$ cat src/rtl/pcs_lane_deskew_rx.sv
// pcs_lane_deskew_rx
//   Multi-lane RX deskew stage placed after per-lane alignment marker lock.
//   Each physical lane is buffered from the block after its first alignment
//   marker (AM). All lanes are released together, so one output word holds
//   the same-time block of every lane. Lanes are reordered from physical to
//   logical order, and AM blocks are removed from the stream.
// Ports
//   clk       clock
//   reset     asynchronous, active-high reset
//   valid_i   blocks on block_i valid this cycle (common to all lanes)
//   block_i   physical lane p at [p*BLOCK_W +: BLOCK_W]
//   lock_v_i  per-lane AM lock
//   am_v_i    per-lane "this block is an AM" (qualified by valid_i)
//   lane_i    logical lane id decoded on physical lane p
//   valid_o   block_o holds one deskewed word
//   block_o   logical lane l at [l*BLOCK_W +: BLOCK_W]
//   deskew_o  lanes deskewed, output stream live
//   err_o     one-cycle pulse on skew overflow or duplicate lane id
module pcs_lane_deskew_rx #(
  parameter  int LANE_N  = 4,
  parameter  int BLOCK_W = 66,
  parameter  int DEPTH   = 8,
  localparam int LANE_W  = $clog2(LANE_N)
) (
  input  logic                      clk,
  input  logic                      reset,
  input  logic                      valid_i,
  input  logic [LANE_N*BLOCK_W-1:0] block_i,
  input  logic [LANE_N-1:0]         lock_v_i,
  input  logic [LANE_N-1:0]         am_v_i,
  input  logic [LANE_N*LANE_W-1:0]  lane_i,
  output logic                      valid_o,
  output logic [LANE_N*BLOCK_W-1:0] block_o,
  output logic                      deskew_o,
  output logic                      err_o
);

  localparam int PTR_W = $clog2(DEPTH);
  localparam int CNT_W = PTR_W + 1;
  localparam logic [CNT_W-1:0] FULL_CNT = CNT_W'(DEPTH);

  localparam logic [2:0] S_IDLE    = 3'b001;
  localparam logic [2:0] S_WAIT    = 3'b010;
  localparam logic [2:0] S_ALIGNED = 3'b100;

  logic [2:0]               state;
  logic [2:0]               next_state;
  logic [LANE_N-1:0]        started;
  logic [LANE_N-1:0]        start_now;
  logic [BLOCK_W-1:0]       mem      [LANE_N][DEPTH];
  logic [PTR_W-1:0]         wr_ptr   [LANE_N];
  logic [PTR_W-1:0]         rd_ptr   [LANE_N];
  logic [CNT_W-1:0]         count    [LANE_N];
  logic [LANE_W-1:0]        lane_map [LANE_N];
  logic [LANE_N-1:0]        wr_due;
  logic [LANE_N-1:0]        wr_en;
  logic [LANE_N-1:0]        full;
  logic [LANE_N-1:0]        nonempty;
  logic [LANE_N-1:0]        ovf;
  logic                     all_lock;
  logic                     pop_ok;
  logic                     pop;
  logic                     all_started;
  logic                     dup_err;
  logic                     valid_nxt;
  logic                     deskew_nxt;
  logic                     err_nxt;
  logic [LANE_N*BLOCK_W-1:0] word;

  // True when the decoded ids form a permutation of 0..LANE_N-1.
  function automatic logic ids_are_perm(input logic [LANE_N*LANE_W-1:0] ids);
    logic ok;
    ok = 1'b1;
    for (int i = 0; i < LANE_N; i++) begin
      if (int'(ids[i*LANE_W +: LANE_W]) >= LANE_N) begin
        ok = 1'b0;
      end else begin
        for (int j = i + 1; j < LANE_N; j++) begin
          if (ids[i*LANE_W +: LANE_W] == ids[j*LANE_W +: LANE_W]) begin
            ok = 1'b0;
          end else begin
            ok = ok;
          end
        end
      end
    end
    return ok;
  endfunction

  // Per-lane write qualification, fill status, overflow and pop decision.
  always_comb begin
    all_lock  = &lock_v_i;
    wr_due    = '0;
    wr_en     = '0;
    full      = '0;
    nonempty  = '0;
    ovf       = '0;
    start_now = started;
    for (int p = 0; p < LANE_N; p++) begin
      full[p]     = (count[p] == FULL_CNT);
      nonempty[p] = (count[p] != '0);
      if ((state == S_WAIT) || (state == S_ALIGNED)) begin
        wr_due[p] = valid_i & started[p] & ~am_v_i[p];
      end else begin
        wr_due[p] = 1'b0;
      end
      if (state == S_WAIT) begin
        start_now[p] = started[p] | (valid_i & am_v_i[p]);
      end else begin
        start_now[p] = started[p];
      end
    end
    // A full FIFO may accept a write only when the common pop frees a slot.
    pop_ok = (state == S_ALIGNED) & (&nonempty);
    pop    = pop_ok & all_lock;
    for (int p = 0; p < LANE_N; p++) begin
      ovf[p]   = wr_due[p] & full[p] & ~pop_ok;
      wr_en[p] = wr_due[p] & (~full[p] | pop);
    end
    all_started = &start_now;
    dup_err     = (state == S_WAIT) & all_started & ~ids_are_perm(lane_i);
  end

  // State register.
  always_ff @(posedge clk or posedge reset) begin
    if (reset) begin
      state <= S_IDLE;
    end else begin
      state <= next_state;
    end
  end

  // Next-state logic; lock loss outranks every other transition.
  always_comb begin
    next_state = state;
    case (state)
      S_IDLE: begin
        if (all_lock) next_state = S_WAIT;
        else          next_state = S_IDLE;
      end
      S_WAIT: begin
        if (!all_lock)       next_state = S_IDLE;
        else if (|ovf)       next_state = S_IDLE;
        else if (dup_err)    next_state = S_IDLE;
        else if (all_started) next_state = S_ALIGNED;
        else                 next_state = S_WAIT;
      end
      S_ALIGNED: begin
        if (!all_lock)  next_state = S_IDLE;
        else if (|ovf)  next_state = S_IDLE;
        else            next_state = S_ALIGNED;
      end
      default: next_state = S_IDLE;
    endcase
  end

  // Output decode and physical-to-logical reorder of the FIFO heads.
  always_comb begin
    valid_nxt  = pop;
    deskew_nxt = (state == S_ALIGNED) & (next_state == S_ALIGNED);
    err_nxt    = (|ovf) | dup_err;
    word       = '0;
    for (int p = 0; p < LANE_N; p++) begin
      word[int'(lane_map[p])*BLOCK_W +: BLOCK_W] = mem[p][rd_ptr[p]];
    end
  end

  // Registered outputs.
  always_ff @(posedge clk or posedge reset) begin
    if (reset) begin
      valid_o  <= 1'b0;
      deskew_o <= 1'b0;
      err_o    <= 1'b0;
      block_o  <= '0;
    end else begin
      valid_o  <= valid_nxt;
      deskew_o <= deskew_nxt;
      err_o    <= err_nxt;
      if (pop) block_o <= word;
    end
  end

  // FIFO pointers, occupancy, start flags and lane map; IDLE flushes all.
  always_ff @(posedge clk or posedge reset) begin
    if (reset) begin
      started <= '0;
      for (int p = 0; p < LANE_N; p++) begin
        wr_ptr[p]   <= '0;
        rd_ptr[p]   <= '0;
        count[p]    <= '0;
        lane_map[p] <= '0;
      end
    end else if (state == S_IDLE) begin
      started <= '0;
      for (int p = 0; p < LANE_N; p++) begin
        wr_ptr[p] <= '0;
        rd_ptr[p] <= '0;
        count[p]  <= '0;
      end
    end else begin
      started <= start_now;
      for (int p = 0; p < LANE_N; p++) begin
        if (wr_en[p]) wr_ptr[p] <= wr_ptr[p] + PTR_W'(1);
        if (pop)      rd_ptr[p] <= rd_ptr[p] + PTR_W'(1);
        case ({wr_en[p], pop})
          2'b10:   count[p] <= count[p] + CNT_W'(1);
          2'b01:   count[p] <= count[p] - CNT_W'(1);
          default: count[p] <= count[p];
        endcase
        if ((state == S_WAIT) && (next_state == S_ALIGNED)) begin
          lane_map[p] <= lane_i[p*LANE_W +: LANE_W];
        end
      end
    end
  end

  // FIFO storage; contents are don't-care until written.
  always_ff @(posedge clk) begin
    for (int p = 0; p < LANE_N; p++) begin
      if (wr_en[p]) mem[p][wr_ptr[p]] <= block_i[p*BLOCK_W +: BLOCK_W];
    end
  end

endmodule

$ cat config.mk
export PLATFORM = sky130hd
export DESIGN_NAME = pcs_lane_deskew_rx
export DESIGN_NICKNAME = d
export VERILOG_FILES = /design/src/rtl/pcs_lane_deskew_rx.sv
export SDC_FILE = /design/constraint.sdc
export NUM_CORES = 2
export LEC_CHECK = 0
export CAP_MARGIN = 0
export CORE_UTILIZATION = 48
export CTS_CLUSTER_DIAMETER = 150
export DETAILED_ROUTE_END_ITERATION = 6
export GPL_TIMING_DRIVEN = 1
export PLACE_DENSITY = 0.75
export SLEW_MARGIN = 30
export SYNTH_ARGS = -nofsm -noshare
export SYNTH_HDL_FRONTEND = slang
export SYNTH_SLANG_ARGS = --single-unit
$ cat constraint.sdc
create_clock -name clk -period 11.9 [get_ports clk]
set_input_delay 2.38 -clock clk [delete_from_list [all_inputs] [get_ports clk]]
set_output_delay 2.38 -clock clk [all_outputs]
set_load 0.02 [all_outputs]
==> results_dict.tcl <==
set metrics [dict create \
    status "complete, but fails checks" \
    violations "DRC" \
    final_cell_mix "edfxtp_1, mux4_2, nor2_1" \
    htree_levels 4 \
    p_switching_w 0.00362 \
    rows 177 \
    cts_tree "done" \
    gp_congestion 1.12 \
    internal_power_w 0.0137 \
    crit_path_end_kind "flop" \
    syn_inst 7294 \
    final_nets 8221 \
    fin_skew_ns 0.0716 \
    avgSynthCellArea_um2 15.4 \
    setup_tns_ns 0 \
    ys_ff_latch 2434 \
    ys_warn_count 0 \
    path_buf_inv 2 \
    pin_count 550 \
    cts_hold_buf 0 \
    grt_max_degree 102 \
    grt_antenna_before_repair 70 \
    min_to "block_o[90]" \
    comb_power_share_pct 1.6 \
    finalWirelength_um 512000 \
    postLayoutCellArea_um2 132000 \
    clk_pin_slew_ns 0.07 \
    synth_area_um2 113000 \
    ff2ff_path_depth 12 \
    numPortBuffers 549 \
    cts_root_buf "clkbuf_16" \
    power.density_nw_per_um2 132 \
    fillers 17900 \
    hold_path_class "reg -> reg" \
    critical_path_peak_fanout 58 \
    worstMarginPinSlew_ns 1.20 \
    cp_slowest_cell "buf_4" \
    avgRoutedWirePerCell_um 45.4 \
    grt_pass1_vias 77500 \
    hold_start "block_o[90]" \
    first_iter_violations 12900 \
    cts_sinks 2434 \
    ys.flop_type "edfxtp_1" \
    path_cells "clkdlybuf4s50_1, and4_1, nand3_4, a21oi_2, nand2_1, nor3_2, buf_4" \
    die_x_um 486 \
    arrival_ns 6.54 \
    core_area_um2 233000 \
    pwr-share-clk_pct 44.8 \
    drc 22 \
    start_util_pct 48.4 \
    setup_viol 0 \
    cp.required_ns 12.41 \
    period_share_pct 50.7 \
    area.growth.synth_to_final_pct 16.8 \
    power_frac_seq_pct 53.6 \
    async_flop_share_pct 13.2 \
    worstSkewPairLatency_ns 0.95 \
    dpl.hpwl_um 366000 \
    cts_inserted_buffers 240 \
    p_sw_share_pct 20.9 \
    post-cts-setup-buffers 0 \
    track_usage_pct 42.9 \
    period_needed_ns 6.03 \
    grt_pass1_wl_um 683000 \
    r2r_setup_slack_ns 6.13 \
    rsz0062_at_grt "false" \
    viasPerCell 7.12 \
    hold_viol_final 0 \
    layout_commonest_cell "edfxtp_1" \
    vias 80300 \
    worstSetupPathType "in -> reg" \
    die_height_um 486 \
    first_pass_iters 7 \
    critPathTopFamily "simple AND/OR/NAND/NOR gates" \
    slew_viol_final 0 \
    cp-start-kind "input port" \
    holdPathStages 2 \
    syn_nets 7620 \
    cts_resized 0 \
    ys_types 98 \
    relSlewSlack_pct 19.5 \
    yosysSeqAreaShare_pct 63.4 \
    synth-edff-count 2112 \
    placed_area_um2 123000 \
    reg2reg_from "lane_map[6]" \
    p_leak_nw 42.4 \
    max_stage_delay_ns 0.82 \
    die-area_um2 237000 \
    grt.overflow.total 0 \
    fmaxAchievable_ghz 0.166 \
    ir_worst_vdd_v 0.000183 \
    ant_nets 0 \
    maxCapViolCount 0 \
    rr_endpoint "block_o[181]" \
    cts_buffer_depth 3 \
    drive_above_1_share_pct 22.3 \
]
-- how the worst max path moves through the flow --
stage               slack [ns]         from     endpoint  cells past startpoint
floorplan                 0.61        reset   block_o[0]                      1
global placement          4.61  lock_v_i[1]  mem[0][447]                      7
detailed placement        5.05  lock_v_i[1]  mem[0][449]                      7
CTS                       5.94  lock_v_i[1]  mem[0][454]                      7
global route              5.78  lock_v_i[1]  mem[0][444]                      7
finish                    5.87  lock_v_i[1]  mem[0][444]                      7
-- synth_stat cells, types with 17 or more instances --
master	n	area share (%)
nor3_1	113	0.50
a21oi_1	260	1.2
xor2_1	25	0.19
mux2i_1	395	3.5
o2111ai_1	25	0.19
o22ai_1	244	1.4
inv_1	29	0.097
mux4_2	604	12
edfxtp_1	2112	56
ha_1	39	0.43
nor4_1	38	0.21
o21ai_0	131	0.58
or3_1	30	0.17
a31oi_1	29	0.16
a2bb2oi_1	17	0.13
nand2_1	357	1.2
a222oi_1	23	0.20
nand2b_1	44	0.24
dfrtp_1	321	7.1
a211oi_1	62	0.41
o31ai_1	26	0.17
buf_2	73	0.32
clkbuf_1	313	1.0
a211o_1	22	0.17
a22oi_1	115	0.77
buf_4	23	0.15
a221oi_1	78	0.61
o21a_1	38	0.25
a22o_1	43	0.33
nand3_1	51	0.23
nor2b_1	21	0.12
a2111oi_0	27	0.21
o21ai_1	122	0.54
buf_1	84	0.28
o211ai_1	21	0.14
nor2_1	597	2.0
o221ai_1	91	0.71
o22a_1	32	0.25
mux2_2	296	3.0
o2bb2ai_1	21	0.16
a21o_1	24	0.16
-- cells by family after synthesis --
kind of cell | Yosys count | share of synthesized area [%]
xor+xnor | 32 | 0.249
flops | 2434 | 63.4
fa+ha+maj | 43 | 0.504
compound gates | 1559 | 9.58
simple gates | 1367 | 5.43
buf+inv | 549 | 2.09
mux | 1310 | 18.7
-- metal layers --
metal	wire length [um]	GRT usage [%]	up-vias
li1	-	-	31000
met5	402	0	-
met3	56700	13.2	1669
met2	224000	63.2	6114
met1	181000	52.6	41500
met4	50300	33.9	48
-- power by group through the flow --
stage	sequential, W	clock (W)	combinational (W)
detailed placement	0.00948	0	0.000274
global placement	0.00948	0	0.000259
global route	0.00930	0.00812	0.000295
CTS	0.00930	0.00782	0.000275
floorplan	0.00948	0	0.0000347
finish	0.00930	0.00776	0.000276
-- stage by stage --
stage                     hold slack, ns  cells  total power (W)  utilization (%)  worst slack, ns
after global routing               0.498  11200           0.0177             56.4             5.78
after global placement             0.477  10800          0.00974             52.7             4.61
after CTS                          0.489  11200           0.0174             56.3             5.94
after floorplan                    0.481   7294          0.00952                -            0.609
after detailed placement           0.475  10800          0.00975             52.9             5.05
final                              0.492  11300           0.0173             56.5             5.87
-- worst register-to-register path, delay by kind of cell (launching register included) --
kind | cells | cell delay, ns
and+or+nand+nor | 3 | 1.24
adders and majority gates | 1 | 0.65
AOI/OAI and AO/OA | 4 | 1.70
DFF | 1 | 0.55
buffers and inverters | 4 | 1.43
-- flip-flops by register name, indices dropped and copies added, names as in the netlist --
signal and flops:
block_o 264, count 16, deskew_o 1, err_o 1, lane_map 8, mem 2112
rd_ptr 12, started 4, state 3, valid_o 1, wr_ptr 12
-- area by class of cell --
| class | count | area [um2] | area share, % |
|---|---|---|---|
| inverters | 41 | 171 | 0.130 |
| diodes | 45 | 113 | 0.0856 |
| clock inverters | 161 | 1820 | 1.38 |
| repair buffers | 867 | 8030 | 6.10 |
| flip-flops and latches | 2434 | 71500 | 54.4 |
| clock buffers | 286 | 6230 | 4.73 |
| multi-input cells | 4311 | 39800 | 30.2 |
| well taps | 3132 | 3920 | 2.98 |
Power figures use the tool's default switching activity.
